`src/rtl/hs4_tx.sv`:
```
// Clocked-to-four-phase bundled-data transmitter.
// Buffers up to two words from a valid/ready port and sends each word over a
// return-to-zero req/ack channel. The ack input is asynchronous to clk.
module hs4_tx #(
    parameter int DW          = 8,
    parameter int SYNC_STAGES = 2,
    parameter int SETUP_CYC   = 1
) (
    input  logic          clk,
    input  logic          rst_n,
    input  logic [DW-1:0] in_data,
    input  logic          in_valid,
    output logic          in_ready,
    output logic [DW-1:0] data_out,
    output logic          req,
    input  logic          ack,
    output logic          busy,
    output logic          err,
    output logic [15:0]   tx_count
);

    localparam int CW = $clog2(SETUP_CYC + 1);

    typedef enum logic [1:0] {IDLE, SETUP, REQ_HI, REQ_LO} state_t;

    state_t                 state_q, state_d;
    logic [DW-1:0]          buf_mem [2];
    logic                   wr_ptr_q, rd_ptr_q;
    logic [1:0]             occ_q;
    logic                   alive_q;
    logic [SYNC_STAGES-1:0] ack_sync_q;
    logic                   ack_s;
    logic [CW-1:0]          cyc_q, cyc_d;
    logic                   req_d, err_d;
    logic [DW-1:0]          data_d;
    logic [15:0]            cnt_d;
    logic                   push, pop;

    // in_ready comes from registered state only; alive_q keeps it low in reset
    assign in_ready = alive_q & (occ_q != 2'd2);
    assign push     = in_valid & in_ready;
    assign ack_s    = ack_sync_q[SYNC_STAGES-1];
    assign busy     = (state_q != IDLE) | (occ_q != 2'd0);

    // Buffer storage: data only, occupancy decides what is valid
    always_ff @(posedge clk) begin
        if (push) begin
            buf_mem[wr_ptr_q] <= in_data;
        end
    end

    // Buffer pointers, occupancy and the post-reset ready enable
    always_ff @(posedge clk or negedge rst_n) begin
        if (!rst_n) begin
            wr_ptr_q <= 1'b0;
            rd_ptr_q <= 1'b0;
            occ_q    <= 2'd0;
            alive_q  <= 1'b0;
        end else begin
            alive_q <= 1'b1;
            if (push) wr_ptr_q <= ~wr_ptr_q;
            if (pop)  rd_ptr_q <= ~rd_ptr_q;
            case ({push, pop})
                2'b10:   occ_q <= occ_q + 2'd1;
                2'b01:   occ_q <= occ_q - 2'd1;
                default: occ_q <= occ_q;
            endcase
        end
    end

    // Multi-flop synchroniser bringing ack into the clk domain
    always_ff @(posedge clk or negedge rst_n) begin
        if (!rst_n) begin
            ack_sync_q <= '0;
        end else begin
            ack_sync_q <= {ack_sync_q[SYNC_STAGES-2:0], ack};
        end
    end

    // Handshake FSM state and registered channel outputs
    always_ff @(posedge clk or negedge rst_n) begin
        if (!rst_n) begin
            state_q  <= IDLE;
            cyc_q    <= '0;
            req      <= 1'b0;
            data_out <= '0;
            tx_count <= 16'd0;
            err      <= 1'b0;
        end else begin
            state_q  <= state_d;
            cyc_q    <= cyc_d;
            req      <= req_d;
            data_out <= data_d;
            tx_count <= cnt_d;
            err      <= err_d;
        end
    end

    // Next-state logic: load, bundling delay, req+/ack+, req-/ack-
    always_comb begin
        state_d = state_q;
        cyc_d   = cyc_q;
        req_d   = req;
        data_d  = data_out;
        cnt_d   = tx_count;
        pop     = 1'b0;
        // ack seen high before req was raised is a protocol violation
        err_d   = err | (ack_s & ((state_q == IDLE) | (state_q == SETUP)));
        case (state_q)
            IDLE: begin
                if (occ_q != 2'd0) begin
                    data_d  = buf_mem[rd_ptr_q];
                    pop     = 1'b1;
                    cyc_d   = CW'(SETUP_CYC);
                    state_d = SETUP;
                end
            end
            SETUP: begin
                if (cyc_q == CW'(1)) begin
                    req_d   = 1'b1;
                    state_d = REQ_HI;
                end else begin
                    cyc_d = cyc_q - CW'(1);
                end
            end
            REQ_HI: begin
                if (ack_s) begin
                    req_d   = 1'b0;
                    state_d = REQ_LO;
                end
            end
            REQ_LO: begin
                if (!ack_s) begin
                    cnt_d   = tx_count + 16'd1;
                    state_d = IDLE;
                end
            end
            default: state_d = IDLE;
        endcase
    end

endmodule

```
`config.mk`:
```
export PLATFORM = sky130hd
export DESIGN_NAME = hs4_tx
export DESIGN_NICKNAME = d
export VERILOG_FILES = /design/src/rtl/hs4_tx.sv
export SDC_FILE = /design/constraint.sdc
export NUM_CORES = 1
export LEC_CHECK = 0
export ABC_AREA = 0
export CORE_MARGIN = 5
export CORE_UTILIZATION = 45
export DETAILED_ROUTE_END_ITERATION = 6
export GPL_TIMING_DRIVEN = 0
export PLACE_DENSITY = 0.76
export SLEW_MARGIN = 20
export SYNTH_ARGS = -nofsm -noshare
export SYNTH_HDL_FRONTEND = slang
export SYNTH_SLANG_ARGS = --single-unit
```
`constraint.sdc`:
```
create_clock -name clk -period 1.6 [get_ports clk]
set_input_delay 0.16 -clock clk [delete_from_list [all_inputs] [get_ports clk]]
set_output_delay 0.16 -clock clk [all_outputs]
set_load 0.1 [all_outputs]
```
== Word-level counts from Yosys, hierarchy flattened ==
Memories as Yosys holds them, arrays and structs flattened. A register that Yosys moved wholly into a read port is not among the register bits.
Index checks and enable logic that the tools add are counted.
Word-level totals
  register bits after elaboration: 28
  bits of input ports: 12
  memories: 1
  memory bits (read-only): 0
  bits in writable memories: 16
  logic and storage cells: 62
  bits in latches: 0
Memories
  buf_mem: depth 2, bits a word 8, rd ports 1, clocked after memory_dff 1, write ports 1, line 27  | logic [DW-1:0] buf_mem [2];
Operators by class
  bitwise logic cells: 9
  order comparisons: 0
  mux-type cells: 16
  shift operators: 0
  eq/ne operators: 10
  divide/modulo/power cells: 0
  add/subtract/negate cells: 4
  $mul: 0
  reduce and logical (&&, ||, !) cells: 12
Operator list (count)
  16-bit by 1-bit adder with 16-bit output, second input constant: 1
  2-bit nonzero test: 5
  1-bit 2-to-1 mux: 8
  2-bit 2-to-1 mux: 4
  2-bit != test, second input constant: 4
  2-bit case mux with 4 select lines: 1
  2-bit == test, second input constant: 3
  2-bit AND reduction: 3
  2-bit by 1-bit == test with 1-bit output, second input constant: 2
  1-bit case mux with 2 select lines: 2
  2-bit case mux with 2 select lines: 1
  4-bit AND reduction: 1
  1-bit bitwise AND: 3
  1-bit NOT: 3
  1-bit OR: 3
  3-bit AND reduction: 1
  2-bit by 1-bit adder with 2-bit output, second input constant: 1
  2-bit zero test: 1
  2-bit by 1-bit != test with 1-bit output, second input constant: 1
  2-bit by 1-bit subtractor with 2-bit output, second input constant: 1
  1-bit zero test: 1
  1-bit subtractor, second input constant: 1

== Depth between registers and ports, before layout ==
  word-level depth: 5
  mapped depth: 9
  mapped depth without buffers: 8

== Least setup slack after synthesis ==
No wires, ideal clock.
  path kind: reg-to-reg
  start point: reg occ_q[1]
  end point: mem buf_mem[0][0], enable pin
  slack: -1.472 ns
  data arrival time: 2.701 ns
  setup time: 0.371 ns
  required time: 1.229 ns
  stages on the path, launching flop included: 4
  cell sequence: dfrtp_1 a21boi_1 nand2_1 nor2_1
On the way
  cells in the longest elaborated chain, start to end: 5
Ends and longest elaborated chain
  from (decl): line 29  | logic [1:0] occ_q;
  from (signal assigned): line 64  | 2'b10: occ_q <= occ_q + 2'd1;
  from (signal assigned): line 65  | 2'b01: occ_q <= occ_q - 2'd1;
  from (signal assigned): line 66  | default: occ_q <= occ_q;
  2-bit != test: line 40  | assign in_ready = alive_q & (occ_q != 2'd2);
  1-bit bitwise AND: line 40
  named net in_ready: line 13  | output logic in_ready,
  1-bit bitwise AND: line 41  | assign push = in_valid & in_ready;
  1-bit 2-to-1 mux: line 47  | if (push) begin
  1-bit 2-to-1 mux (implied by the code): line 48  | buf_mem[wr_ptr_q] <= in_data;
  to (decl): line 27
The timed path passes the listed nets, and every way through them passes these cells.

== Worst setup path after layout ==
  start point: reg state_q[0]
  end point: reg tx_count[10]
On the way
  cells in the longest elaborated chain, start to end: 2
Ends and longest elaborated chain
  from (decl): line 26  | state_t state_q, state_d;
  from (signal assigned): line 90  | state_q <= state_d;
  2-bit == test: line 109  | case (state_q)
  2-bit AND reduction (no line)
  to (signal assigned): line 94  | tx_count <= cnt_d;
  to (decl): line 19  | output logic [15:0] tx_count
Every way passes these cells.
A chain may end at the register's enable or synchronous reset.

==> run summary <==
status - complete, no violations
DRT met1 WL - 1450 µm
initial antenna violation count - 0
global-route wire length before repair - 5890 µm
max frequency - 667 MHz
crit path max fanout - 4
# nets final - 237
routed vias/inst - 4.76
slew margin rel. - 63.3%
Synth Net Count - 182
Slew @ Worst Pin - 0.553 ns
Syn Std Cell Area - 2150 µm²
Layout Skew - 0.00390 ns
Clock Path Buffers - 2
R2R Path End - tx_count[10]
hold path depth - 1
Ports - 40
hold wc startpoint - ack
Final Critical Period - 1.50 ns
Reg clk slew, reported paths - 0.09 ns
area of the core - 4690 µm²
LEAKAGE - 1.26 nW
wirelength, routed - 3330 µm
num rows - 25
Critical Path RT - 1.81 ns
Final Hold Fails - 0
share of flip-flops with an asynchronous set or reset - 69.2%
H-tree depth - 2
worst min path class - input port to flip-flop
Max Cap Viol - 0
Final setup viols - 0
vias in the first global route - 1328
met2 WL post-DR - 1700 µm
worst vdd ir - 0.00117 V
FF+latch count, synth - 52
mean routed wirelength per cell - 12.2 µm
layout cells sized above 1 - 36.1%
Die Y - 79.1 µm
commonest non-fill, non-tap cells in the layout - 26 x clkdlybuf4s15_2, 21 x dfrtp_1, 17 x nand2_1, 16 x edfxtp_1, 13 x dfrtp_2
largest net degree at the start of global routing - 23
Placer Congestion - 0.794
worst setup path startpoint - state_q[0]
Non-Filler Instances - 273
ANT nets after route - 0
Synth-to-Final Area Change - 35.8%
Ys Warns - 0
Post-synth top flop - dfrtp_1
antenna fix cells - 0
fin. max-slew vios - 0
Critical Path AT - 1.71 ns
DP Cell Count - 257
CP endpoint kind - flip-flop
CTS Buf Count - 5
power per cell area - 1860 nW/µm²
register area share after synthesis - 64.2%
clock tree root buffer cell - clkbuf_8
crit path launch type - flip-flop
setup ws final - 0.102 ns
clk_lat worst skew - 0.29 ns
chip width - 79.1 µm
WHS Endpoint - ack_sync_q[0]
synth unique cells - 29
Placement Setup Slack - -0.542 ns
worst setup path category - flip-flop to flip-flop
dpl hpwl - 2550 µm
PortBufs - 39
Tcrit/Tclk final - 93.6%
top layer in use - met4
commonest non-fill, non-tap cell in the layout - clkdlybuf4s15_2
R2R Setup Slk - 0.10 ns
vias - 1299
CTS tree - built
initial DRC count - 32
Post-Route Setup TNS - 0 ns
total track usage - 11.9%
total gr overflow - 0
syn_area_per_cell - 13.2 µm²
DR WL met3 - 157 µm
CTS sink cnt - 52
Cells after Synth - 163
reg2reg path depth - 6
Starting Density - 45.8%
filler cell count - 364
drt first pass iters - 2
Post-synth EDFFs - 16
Residual DRC - 0
die area - 6260 µm²
FF-to-FF Start - state_q[0]
kinds of logic (layout without fill, tap and decap cells):
group                      after synthesis  after routing  synth area share (%)
and+or+nand+nor                         52             52                  13.5
AOI/OAI and AO/OA                       14             14                  3.55
adders and majority gates                7              7                  4.07
DFF                                     52             52                  64.2
buffers and inverters                    6             62                  1.16
muxes                                   11             11                  5.18
other                                    1              1                 0.174
xor gates and xnor gates                20             20                  8.14
area by class of cell:
type	count	area, µm²	area share (%)
plain buffers	2	16.3	0.557
repair buffers	48	503	17.2
well taps	54	67.6	2.31
inverters	4	15.0	0.514
clock buffers	6	72.6	2.49
clock inverters	2	11.3	0.386
multi-input cells	105	830	28.4
flip-flops and latches	52	1410	48.1
worst max-delay path by stage:
stage | endpoint | slack, ns
floorplan | occ_q[1] | -0.29
global route | tx_count[10] | -0.01
finish | tx_count[10] | 0.10
CTS | busy | 0.004
global placement | tx_count[1] | -0.66
detailed placement | busy | -0.54
cells in the mapped netlist (2+ instances only):
library cell / count / area, µm²
nand2_1: 19 / 71.3
xor2_1: 9 / 78.8
and3_1: 2 / 12.5
inv_1: 4 / 15.0
ha_1: 7 / 87.6
nor2_1: 10 / 37.5
dfrtp_1: 36 / 901
edfxtp_1: 16 / 480
nand3_1: 5 / 25.0
o21ai_0: 11 / 55.1
and4_1: 4 / 35.0
xnor2_1: 11 / 96.3
nand2b_1: 4 / 25.0
mux2i_1: 10 / 100
metrics by stage:
step                      power [mW]  util (%)  area, µm²  hold WS [ns]
final                           5.43      62.2       2920         0.300
after floorplan                 4.03         -       2220        -0.136
after CTS                       5.41      61.1       2870         0.281
after global routing            5.75      62.2       2920         0.284
after detailed placement        4.63      57.6       2700         0.104
after global placement          4.58      57.1       2680         0.335
sequential cells by signal, summed over array words and instances (netlist names):
name and flops:
occ_q 2, state_q 2, err 1, buf_mem 16, tx_count 16, wr_ptr_q 1, cyc_q 1, alive_q 1
rd_ptr_q 1, ack_sync_q 2, data_out 8, req 1
where the power goes:
group	switching [mW]	internal [mW]	total, mW
sequential	0.260	1.71	1.96
clock	0.393	0.304	0.696
combinational	1.93	0.838	2.77
total	2.59	2.85	5.43
per-layer routing:
metal	up-vias	GRT usage, %
li1	664	-
met1	600	14.3
met2	32	20.4
met3	3	3.29
met4	0	4.47
met5	-	0
critical path, cell delays in order (launching register included):
cell and delay, ns:
dfrtp_1 0.38, buf_4 0.14, ha_4 0.15, nand3b_4 0.10, nor3_4 0.23, and4_1 0.24
xor2_1 0.18
timing repair:
action / in CTS / in global routing
gates resized for setup: 95 / 8
hold endpoints to repair: 14 / 0
hold buffers: 1 / 0
pin swaps: 1 / 5
setup endpoints to repair: 30 / 8
buffers inserted: 3 / 4
Note: power is estimated with default switching activity, not from simulation.
